### src/rtl/regwei_pkg.sv
// Shared definitions for the ping-pong weight register file.
// Latency: n/a (types and elaboration-time helpers only).
// Backpressure: n/a.
package regwei_pkg;

  // Refill controller state. IDLE=0, FILL=1.
  typedef enum logic {
    ST_IDLE = 1'b0,
    ST_FILL = 1'b1
  } state_e;

  // Words per block. Derived from the offset width and not overridable.
  function automatic int wr_num_f(input int reg_addr_width);
    return 1 << reg_addr_width;
  endfunction

endpackage

### src/rtl/regwei_bank.sv
// One weight block: a wide single write port and RD_NUM combinational read ports.
// Latency: a write is visible on the read ports from the next cycle; reads are 0-cycle.
// Backpressure: none; the write is accepted whenever wr_en is high.
//
// Ports:
//   clk, reset : clock and synchronous active-high clear of all words
//   wr_en      : load all WR_NUM words from wr_data (word i in slice i)
//   rd_off     : per-reader word offset, RD_NUM slices of REG_ADDR_WIDTH
//   rd_data    : per-reader word, RD_NUM slices of DATA_WIDTH
module regwei_bank import regwei_pkg::*; #(
  parameter int DATA_WIDTH     = 8,
  parameter int REG_ADDR_WIDTH = 3,
  parameter int RD_NUM         = 4
) (
  input  logic                                           clk,
  input  logic                                           reset,
  input  logic                                           wr_en,
  input  logic [DATA_WIDTH*wr_num_f(REG_ADDR_WIDTH)-1:0] wr_data,
  input  logic [REG_ADDR_WIDTH*RD_NUM-1:0]               rd_off,
  output logic [DATA_WIDTH*RD_NUM-1:0]                   rd_data
);

  localparam int WR_NUM = wr_num_f(REG_ADDR_WIDTH);

  logic [DATA_WIDTH-1:0] word_q [WR_NUM];
  logic [DATA_WIDTH-1:0] word_d [WR_NUM];

  always_comb begin
    for (int i = 0; i < WR_NUM; i++) begin
      word_d[i] = wr_en ? wr_data[i*DATA_WIDTH +: DATA_WIDTH] : word_q[i];
    end
  end

  always_ff @(posedge clk) begin
    if (reset) begin
      for (int i = 0; i < WR_NUM; i++) word_q[i] <= '0;
    end else begin
      for (int i = 0; i < WR_NUM; i++) word_q[i] <= word_d[i];
    end
  end

  always_comb begin
    rd_data = '0;
    for (int j = 0; j < RD_NUM; j++) begin
      rd_data[j*DATA_WIDTH +: DATA_WIDTH] = word_q[rd_off[j*REG_ADDR_WIDTH +: REG_ADDR_WIDTH]];
    end
  end

endmodule

### src/rtl/regwei_pingpong.sv
// Two-bank weight register file serving RD_NUM readers by absolute address, with miss refill and next-block prefetch.
// Latency: hit is 0-cycle from registers; miss-to-hit is 2 cycles plus SRAM wait.
// Backpressure: a missing reader sees dataout_val low until its block lands; the SRAM side holds datain_rdy until datain_val.
//
// Ports:
//   clk, reset               : clock, synchronous active-high reset
//   datain_rdy / datain_addr : block request to the weight SRAM (block index, zero-extended)
//   datain_val / datain      : SRAM block return, word i in slice i
//   dataout_addr/dataout_rdy : per-reader absolute address and request
//   dataout_val / dataout    : per-reader hit flag and word (0 when not hitting)
module regwei_pingpong import regwei_pkg::*; #(
  parameter int DATA_WIDTH     = 8,
  parameter int ADDR_WIDTH     = 12,
  parameter int REG_ADDR_WIDTH = 3,
  parameter int RD_NUM         = 4,
  parameter int PREFETCH       = 1
) (
  input  logic                                           clk,
  input  logic                                           reset,
  output logic                                           datain_rdy,
  output logic [ADDR_WIDTH-1:0]                          datain_addr,
  input  logic                                           datain_val,
  input  logic [DATA_WIDTH*wr_num_f(REG_ADDR_WIDTH)-1:0] datain,
  input  logic [ADDR_WIDTH*RD_NUM-1:0]                   dataout_addr,
  input  logic [RD_NUM-1:0]                              dataout_rdy,
  output logic [RD_NUM-1:0]                              dataout_val,
  output logic [DATA_WIDTH*RD_NUM-1:0]                   dataout
);

  localparam int TAG_W = ADDR_WIDTH - REG_ADDR_WIDTH;

  state_e           state_q, state_d;
  logic [1:0]       valid_q, valid_d;
  logic [TAG_W-1:0] tag_q [2];
  logic [TAG_W-1:0] tag_d [2];
  logic             last_q, last_d;
  logic             fill_bank_q, fill_bank_d;
  logic [TAG_W-1:0] req_q, req_d;

  logic [TAG_W-1:0]             blk [RD_NUM];
  logic [REG_ADDR_WIDTH*RD_NUM-1:0] off_pk;
  logic [RD_NUM-1:0]            hit0, hit1, miss;
  logic [DATA_WIDTH*RD_NUM-1:0] rd0, rd1;
  logic [TAG_W-1:0]             miss_blk;
  logic [TAG_W-1:0]             next_blk;
  logic                         idle_bank_busy;
  logic                         wr0, wr1;

  // Reader address split and tag compare. Valid banks never share a tag,
  // so at most one of hit0/hit1 is set per reader.
  always_comb begin
    off_pk = '0;
    hit0   = '0;
    hit1   = '0;
    miss   = '0;
    for (int j = 0; j < RD_NUM; j++) begin
      blk[j] = dataout_addr[j*ADDR_WIDTH+REG_ADDR_WIDTH +: TAG_W];
      off_pk[j*REG_ADDR_WIDTH +: REG_ADDR_WIDTH] =
        dataout_addr[j*ADDR_WIDTH +: REG_ADDR_WIDTH];
      hit0[j] = dataout_rdy[j] & valid_q[0] & (tag_q[0] == blk[j]);
      hit1[j] = dataout_rdy[j] & valid_q[1] & (tag_q[1] == blk[j]);
      miss[j] = dataout_rdy[j] & ~(hit0[j] | hit1[j]);
    end
  end

  assign wr0 = (state_q == ST_FILL) && datain_val && (fill_bank_q == 1'b0);
  assign wr1 = (state_q == ST_FILL) && datain_val && (fill_bank_q == 1'b1);

  regwei_bank #(
    .DATA_WIDTH(DATA_WIDTH), .REG_ADDR_WIDTH(REG_ADDR_WIDTH), .RD_NUM(RD_NUM)
  ) u_bank0 (
    .clk(clk), .reset(reset), .wr_en(wr0), .wr_data(datain), .rd_off(off_pk), .rd_data(rd0)
  );

  regwei_bank #(
    .DATA_WIDTH(DATA_WIDTH), .REG_ADDR_WIDTH(REG_ADDR_WIDTH), .RD_NUM(RD_NUM)
  ) u_bank1 (
    .clk(clk), .reset(reset), .wr_en(wr1), .wr_data(datain), .rd_off(off_pk), .rd_data(rd1)
  );

  // Output mux: a non-hitting reader gets zero so a bank being refilled
  // never leaks onto a lane.
  always_comb begin
    dataout_val = hit0 | hit1;
    dataout     = '0;
    for (int j = 0; j < RD_NUM; j++) begin
      if (hit0[j])      dataout[j*DATA_WIDTH +: DATA_WIDTH] = rd0[j*DATA_WIDTH +: DATA_WIDTH];
      else if (hit1[j]) dataout[j*DATA_WIDTH +: DATA_WIDTH] = rd1[j*DATA_WIDTH +: DATA_WIDTH];
    end
  end

  assign datain_rdy  = (state_q == ST_FILL);
  assign datain_addr = {{REG_ADDR_WIDTH{1'b0}}, req_q};

  always_comb begin
    state_d     = state_q;
    valid_d     = valid_q;
    tag_d       = tag_q;
    last_d      = last_q;
    fill_bank_d = fill_bank_q;
    req_d       = req_q;

    // Scan downward so the lowest-numbered missing reader wins.
    miss_blk = '0;
    for (int j = RD_NUM - 1; j >= 0; j--) begin
      if (miss[j]) miss_blk = blk[j];
    end

    // Wraps modulo 2**TAG_W by width truncation.
    next_blk = tag_q[last_q] + 1'b1;
    // Prefetch must not evict a bank a reader is using right now.
    idle_bank_busy = last_q ? (|hit0) : (|hit1);

    case (state_q)
      ST_IDLE: begin
        if (|miss) begin
          req_d = miss_blk;
          if (!valid_q[0])      fill_bank_d = 1'b0;
          else if (!valid_q[1]) fill_bank_d = 1'b1;
          else                  fill_bank_d = ~last_q;
          valid_d[fill_bank_d] = 1'b0;
          state_d = ST_FILL;
        end else if ((PREFETCH != 0) && valid_q[last_q] &&
                     (!valid_q[~last_q] || (tag_q[~last_q] != next_blk)) &&
                     !idle_bank_busy) begin
          req_d            = next_blk;
          fill_bank_d      = ~last_q;
          valid_d[~last_q] = 1'b0;
          state_d          = ST_FILL;
        end
      end
      ST_FILL: begin
        // The request stays committed until the SRAM answers.
        if (datain_val) begin
          valid_d[fill_bank_q] = 1'b1;
          tag_d[fill_bank_q]   = req_q;
          last_d               = fill_bank_q;
          state_d              = ST_IDLE;
        end
      end
      default: state_d = ST_IDLE;
    endcase
  end

  always_ff @(posedge clk) begin
    if (reset) begin
      state_q     <= ST_IDLE;
      valid_q     <= 2'b00;
      tag_q[0]    <= '0;
      tag_q[1]    <= '0;
      last_q      <= 1'b1;
      fill_bank_q <= 1'b0;
      req_q       <= '0;
    end else begin
      state_q     <= state_d;
      valid_q     <= valid_d;
      tag_q[0]    <= tag_d[0];
      tag_q[1]    <= tag_d[1];
      last_q      <= last_d;
      fill_bank_q <= fill_bank_d;
      req_q       <= req_d;
    end
  end

endmodule
### config.mk
export PLATFORM = sky130hd
export DESIGN_NAME = regwei_pingpong
export DESIGN_NICKNAME = d
export VERILOG_FILES = /design/src/rtl/regwei_pkg.sv /design/src/rtl/regwei_bank.sv /design/src/rtl/regwei_pingpong.sv
export SDC_FILE = /design/constraint.sdc
export NUM_CORES = 1
export LEC_CHECK = 0
export ABC_AREA = 1
export CAP_MARGIN = 25
export CELL_PAD_IN_SITES_DETAIL_PLACEMENT = 2
export CELL_PAD_IN_SITES_GLOBAL_PLACEMENT = 2
export CORE_ASPECT_RATIO = 1.4
export CORE_MARGIN = 2
export CORE_UTILIZATION = 25
export DETAILED_ROUTE_END_ITERATION = 12
export PLACE_DENSITY_LB_ADDON = 0.12
export SETUP_SLACK_MARGIN = 0.02
export SYNTH_ARGS = -nofsm -noshare
export SYNTH_HDL_FRONTEND = slang
export SYNTH_SLANG_ARGS = --single-unit
### constraint.sdc
create_clock -name clk -period 11.75 [get_ports clk]
set_clock_uncertainty 0.05 [all_clocks]
set_input_delay 1.7625 -clock clk [delete_from_list [all_inputs] [get_ports clk]]
set_output_delay 1.7625 -clock clk [all_outputs]
set_load 0.01 [all_outputs]
==> impl_metrics.py <==
metrics = {
    "clock_tree": {
        "clock_latency_ns": 0.46,
        "cts_resized": 0,
        "cts_buffers": 17,
        "cts_num_sinks": 160,
        "post-cts-setup-buffer-count": 0,
        "clkTransAtPathRegs_ns": 0.07,
        "cts_root_buf": "clkbuf_16",
        "clk_path_buf_depth": 2,
        "cts_max_level": 4,
        "cts_tree": "built",
        "hold_buffers": 0,
    },
    "flow_run": {
        "max_cap_violations": 0,
    },
    "synth": {
        "synth.avg_cell_area_um2": 6.37,
        "synth_cell_types": 38,
        "synth_cells": 1994,
        "syn_area_mm2": 0.0127,
        "synth_edf_count": 128,
        "yosys-top-cells-area": "edfxtp_1 30%, o21ai_0 14%, nand2_1 12%",
        "seq_area_frac_synth_pct": 35.3,
        "ys.flop_type": "edfxtp_1",
        "ys_warn_count": 0,
        "synth_most_common_cell": "nand2_1",
        "synth_top_area_share_pct": 30.2,
        "yosys.area.top_type": "edfxtp_1",
        "async_flop_share_pct": 0,
        "synth_common_cells": "415 x nand2_1, 361 x o21ai_0, 316 x nor2_1, 231 x a21oi_1, 213 x inv_1",
        "synth-seq-cells": 160,
    },
    "place": {
        "gp_congestion": 0.875,
        "place_inst": 2694,
        "port_buffers": 164,
        "dpl.hpwl_um": 54700,
    },
    "die": {
        "start_util_pct": 25.4,
        "die_x_um": 195,
        "fp.coreArea_mm2": 0.0501,
        "dieHeight_um": 271,
        "rows": 97,
        "ios": 168,
        "die-area_mm2": 0.0527,
    },
    "setup_path": {
        "crit_path_end_kind": "output port",
        "path_delay_family": "buffers and inverters",
        "crit_end": "dataout[22]",
        "cp-start-kind": "primary input",
        "r2r-end": "valid_q[0]$_SDFFE_PP0P_",
        "critPathKind": "in2out",
        "slowest_delay_ns": 0.74,
        "worstPathRequired_ns": 9.94,
        "crit_buf_inv": 4,
        "r2r_cells": 16,
        "cp.depth": 8,
        "r2r_setup_slack_ns": 7.91,
        "r2r-start": "tag_q[14]$_SDFFE_PP0P_",
        "cp_slowest_cell": "o41ai_1",
        "path_cells": "clkdlybuf4s50_1 -> buf_4 -> inv_1 -> a21oi_1 -> o21ai_0 -> a21oi_1 -> o41ai_1 -> clkdlybuf4s50_1",
        "worstSetupStartpoint": "dataout_addr[25]",
        "path_max_fanout": 49,
        "cp_data_arrival_time_ns": 4.77,
    },
    "grt": {
        "grt_pass1_vias": 15700,
        "grt_usage_pct": 26.8,
        "grt_max_degree": 85,
        "antenna_found_initial": 0,
        "grt_pass1_wl_um": 103000,
        "grt_overflow": 0,
    },
    "timing": {
        "rsz0062_at_grt": "no",
        "max_slew.worst_pin.slew_ns": 0.975,
        "setup-tns-final_ns": 0,
        "max_freq_mhz": 152,
        "drv_slew": 0,
        "slew_headroom_pct": 34.9,
        "period_share_pct": 56.0,
        "min_period_ns": 6.58,
        "hold_viol_final": 0,
        "setup_viol": 0,
    },
    "route": {
        "routed_via_density": 5.29,
        "ant_nets": 0,
        "via_count": 14400,
        "drc": 0,
        "drt_iter0_markers": 485,
        "wire_per_inst_um": 25.8,
        "firstDrtPassIters": 5,
        "wl_um": 70400,
    },
    "cells_and_area": {
        "drive_gt1_share_pct": 4.85,
        "fillCellCount": 6089,
        "nets": 2190,
        "num_antenna_cells": 0,
        "area_growth_pct": 20.5,
        "fin_cells": 2726,
    },
    "power": {
        "power_frac_comb_pct": 22.5,
        "p_leak_nw": 6.52,
        "p_sw_share_pct": 34.7,
        "p_sw_mw": 0.554,
        "seqPwrFrac_pct": 43.4,
        "ir_drop_uv": 98.0,
        "pwr-share-clk_pct": 34.1,
        "power_density_mw_per_mm2": 104,
        "p_int_mw": 1.04,
    },
    "worst_hold_path": {
        "hold_path_class": "reg2reg",
        "whs_path_depth": 2,
    },
    "status": {
        "status": "finished clean",
    },
}
## routing by layer
layer	track usage, %	share of wire, %	up-vias
li1	-	-	6725
met1	25.1	34	7243
met2	55.3	58	303
met3	2.44	2.0	142
met4	15.1	5.9	0
met5	0	0	-
## layout make-up
type,count,area [um^2],share of cell area [%]
multi-input combinational,1478,6840,44.6
sequential,160,4480,29.3
timing repair buffer,184,1770,11.6
inverter,229,860,5.61
tap,643,805,5.25
clock buffer,18,429,2.80
clock inverter,14,128,0.833
## power groups by stage
| stage | clock (mW) | combinational, mW | sequential (mW) |
|---|---|---|---|
| 2_1_floorplan | 0 | 0.202 | 0.681 |
| 3_3_place_gp | 0 | 0.354 | 0.706 |
| 3_5_place_dp | 0 | 0.364 | 0.706 |
| 4_1_cts | 0.561 | 0.366 | 0.693 |
| 5_1_grt | 0.582 | 0.401 | 0.695 |
| 6_report | 0.544 | 0.359 | 0.693 |
## cells by family after synthesis
family | Yosys count | synth area share, %
simple gates | 813 | 25.7
fa+ha+maj | 1 | 0.0984
other cells | 1 | 0.0295
flops | 160 | 35.3
xor+xnor | 14 | 0.965
compound gates | 647 | 26.7
buf+inv | 358 | 11.2
## placed cells by master, fill, tap and decap left out, types with 22 or more instances in the layout
master,n
nand2_1,413
o21ai_0,361
nor2_1,316
a21oi_1,231
inv_1,213
clkdlybuf4s50_1,158
edfxtp_1,128
nand3_1,36
dfxtp_1,32
a41o_1,22
## worst reg2reg max path: stages, from the launching register on
cell and delay, ns:
dfxtp_1 0.66, inv_2 0.25, nand2_1 0.13, nand2_1 0.06, nor2_1 0.13, nand2_1 0.07, nor2_1 0.16, nand2_1 0.46
nand3_2 0.29, nand2_4 0.18, nor2_4 0.46, nand2_2 0.19, nand2_4 0.31, nand2_1 0.13, nand2_1 0.08, inv_1 0.04
nor2_1 0.11
## sequential cells by signal, indices dropped and copies added, names as in the netlist
signal          cells
datain_rdy          1
fill_bank_q         1
last_q              1
req_q               9
tag_q              18
u_bank0.word_q     64
u_bank1.word_q     64
valid_q             2
## through the flow
stage	utilization [%]	hold WS [ns]	worst slack (ns)	power (mW)	cell area [um^2]
floorplan	-	0.412	6.14	0.883	12700
finish	30.6	0.483	5.17	1.60	15300
CTS	30.6	0.489	5.23	1.62	15300
global route	30.6	0.509	5.06	1.68	15300
global placement	29.4	0.469	5.25	1.06	14700
detailed placement	29.4	0.469	5.26	1.07	14800
## worst min path at each step
stage | to | from
3_5_place_dp | tag_q[13]$_SDFFE_PP0P_ | req_q[4]$_SDFFE_PP0P_
5_1_grt | tag_q[4]$_SDFFE_PP0P_ | req_q[4]$_SDFFE_PP0P_
2_1_floorplan | fill_bank_q$_SDFFE_PP0P_ | fill_bank_q$_SDFFE_PP0P_
3_3_place_gp | tag_q[4]$_SDFFE_PP0P_ | req_q[4]$_SDFFE_PP0P_
4_1_cts | tag_q[13]$_SDFFE_PP0P_ | req_q[4]$_SDFFE_PP0P_
6_report | tag_q[13]$_SDFFE_PP0P_ | req_q[4]$_SDFFE_PP0P_
No activity file was read; power rests on OpenSTA's default activity.
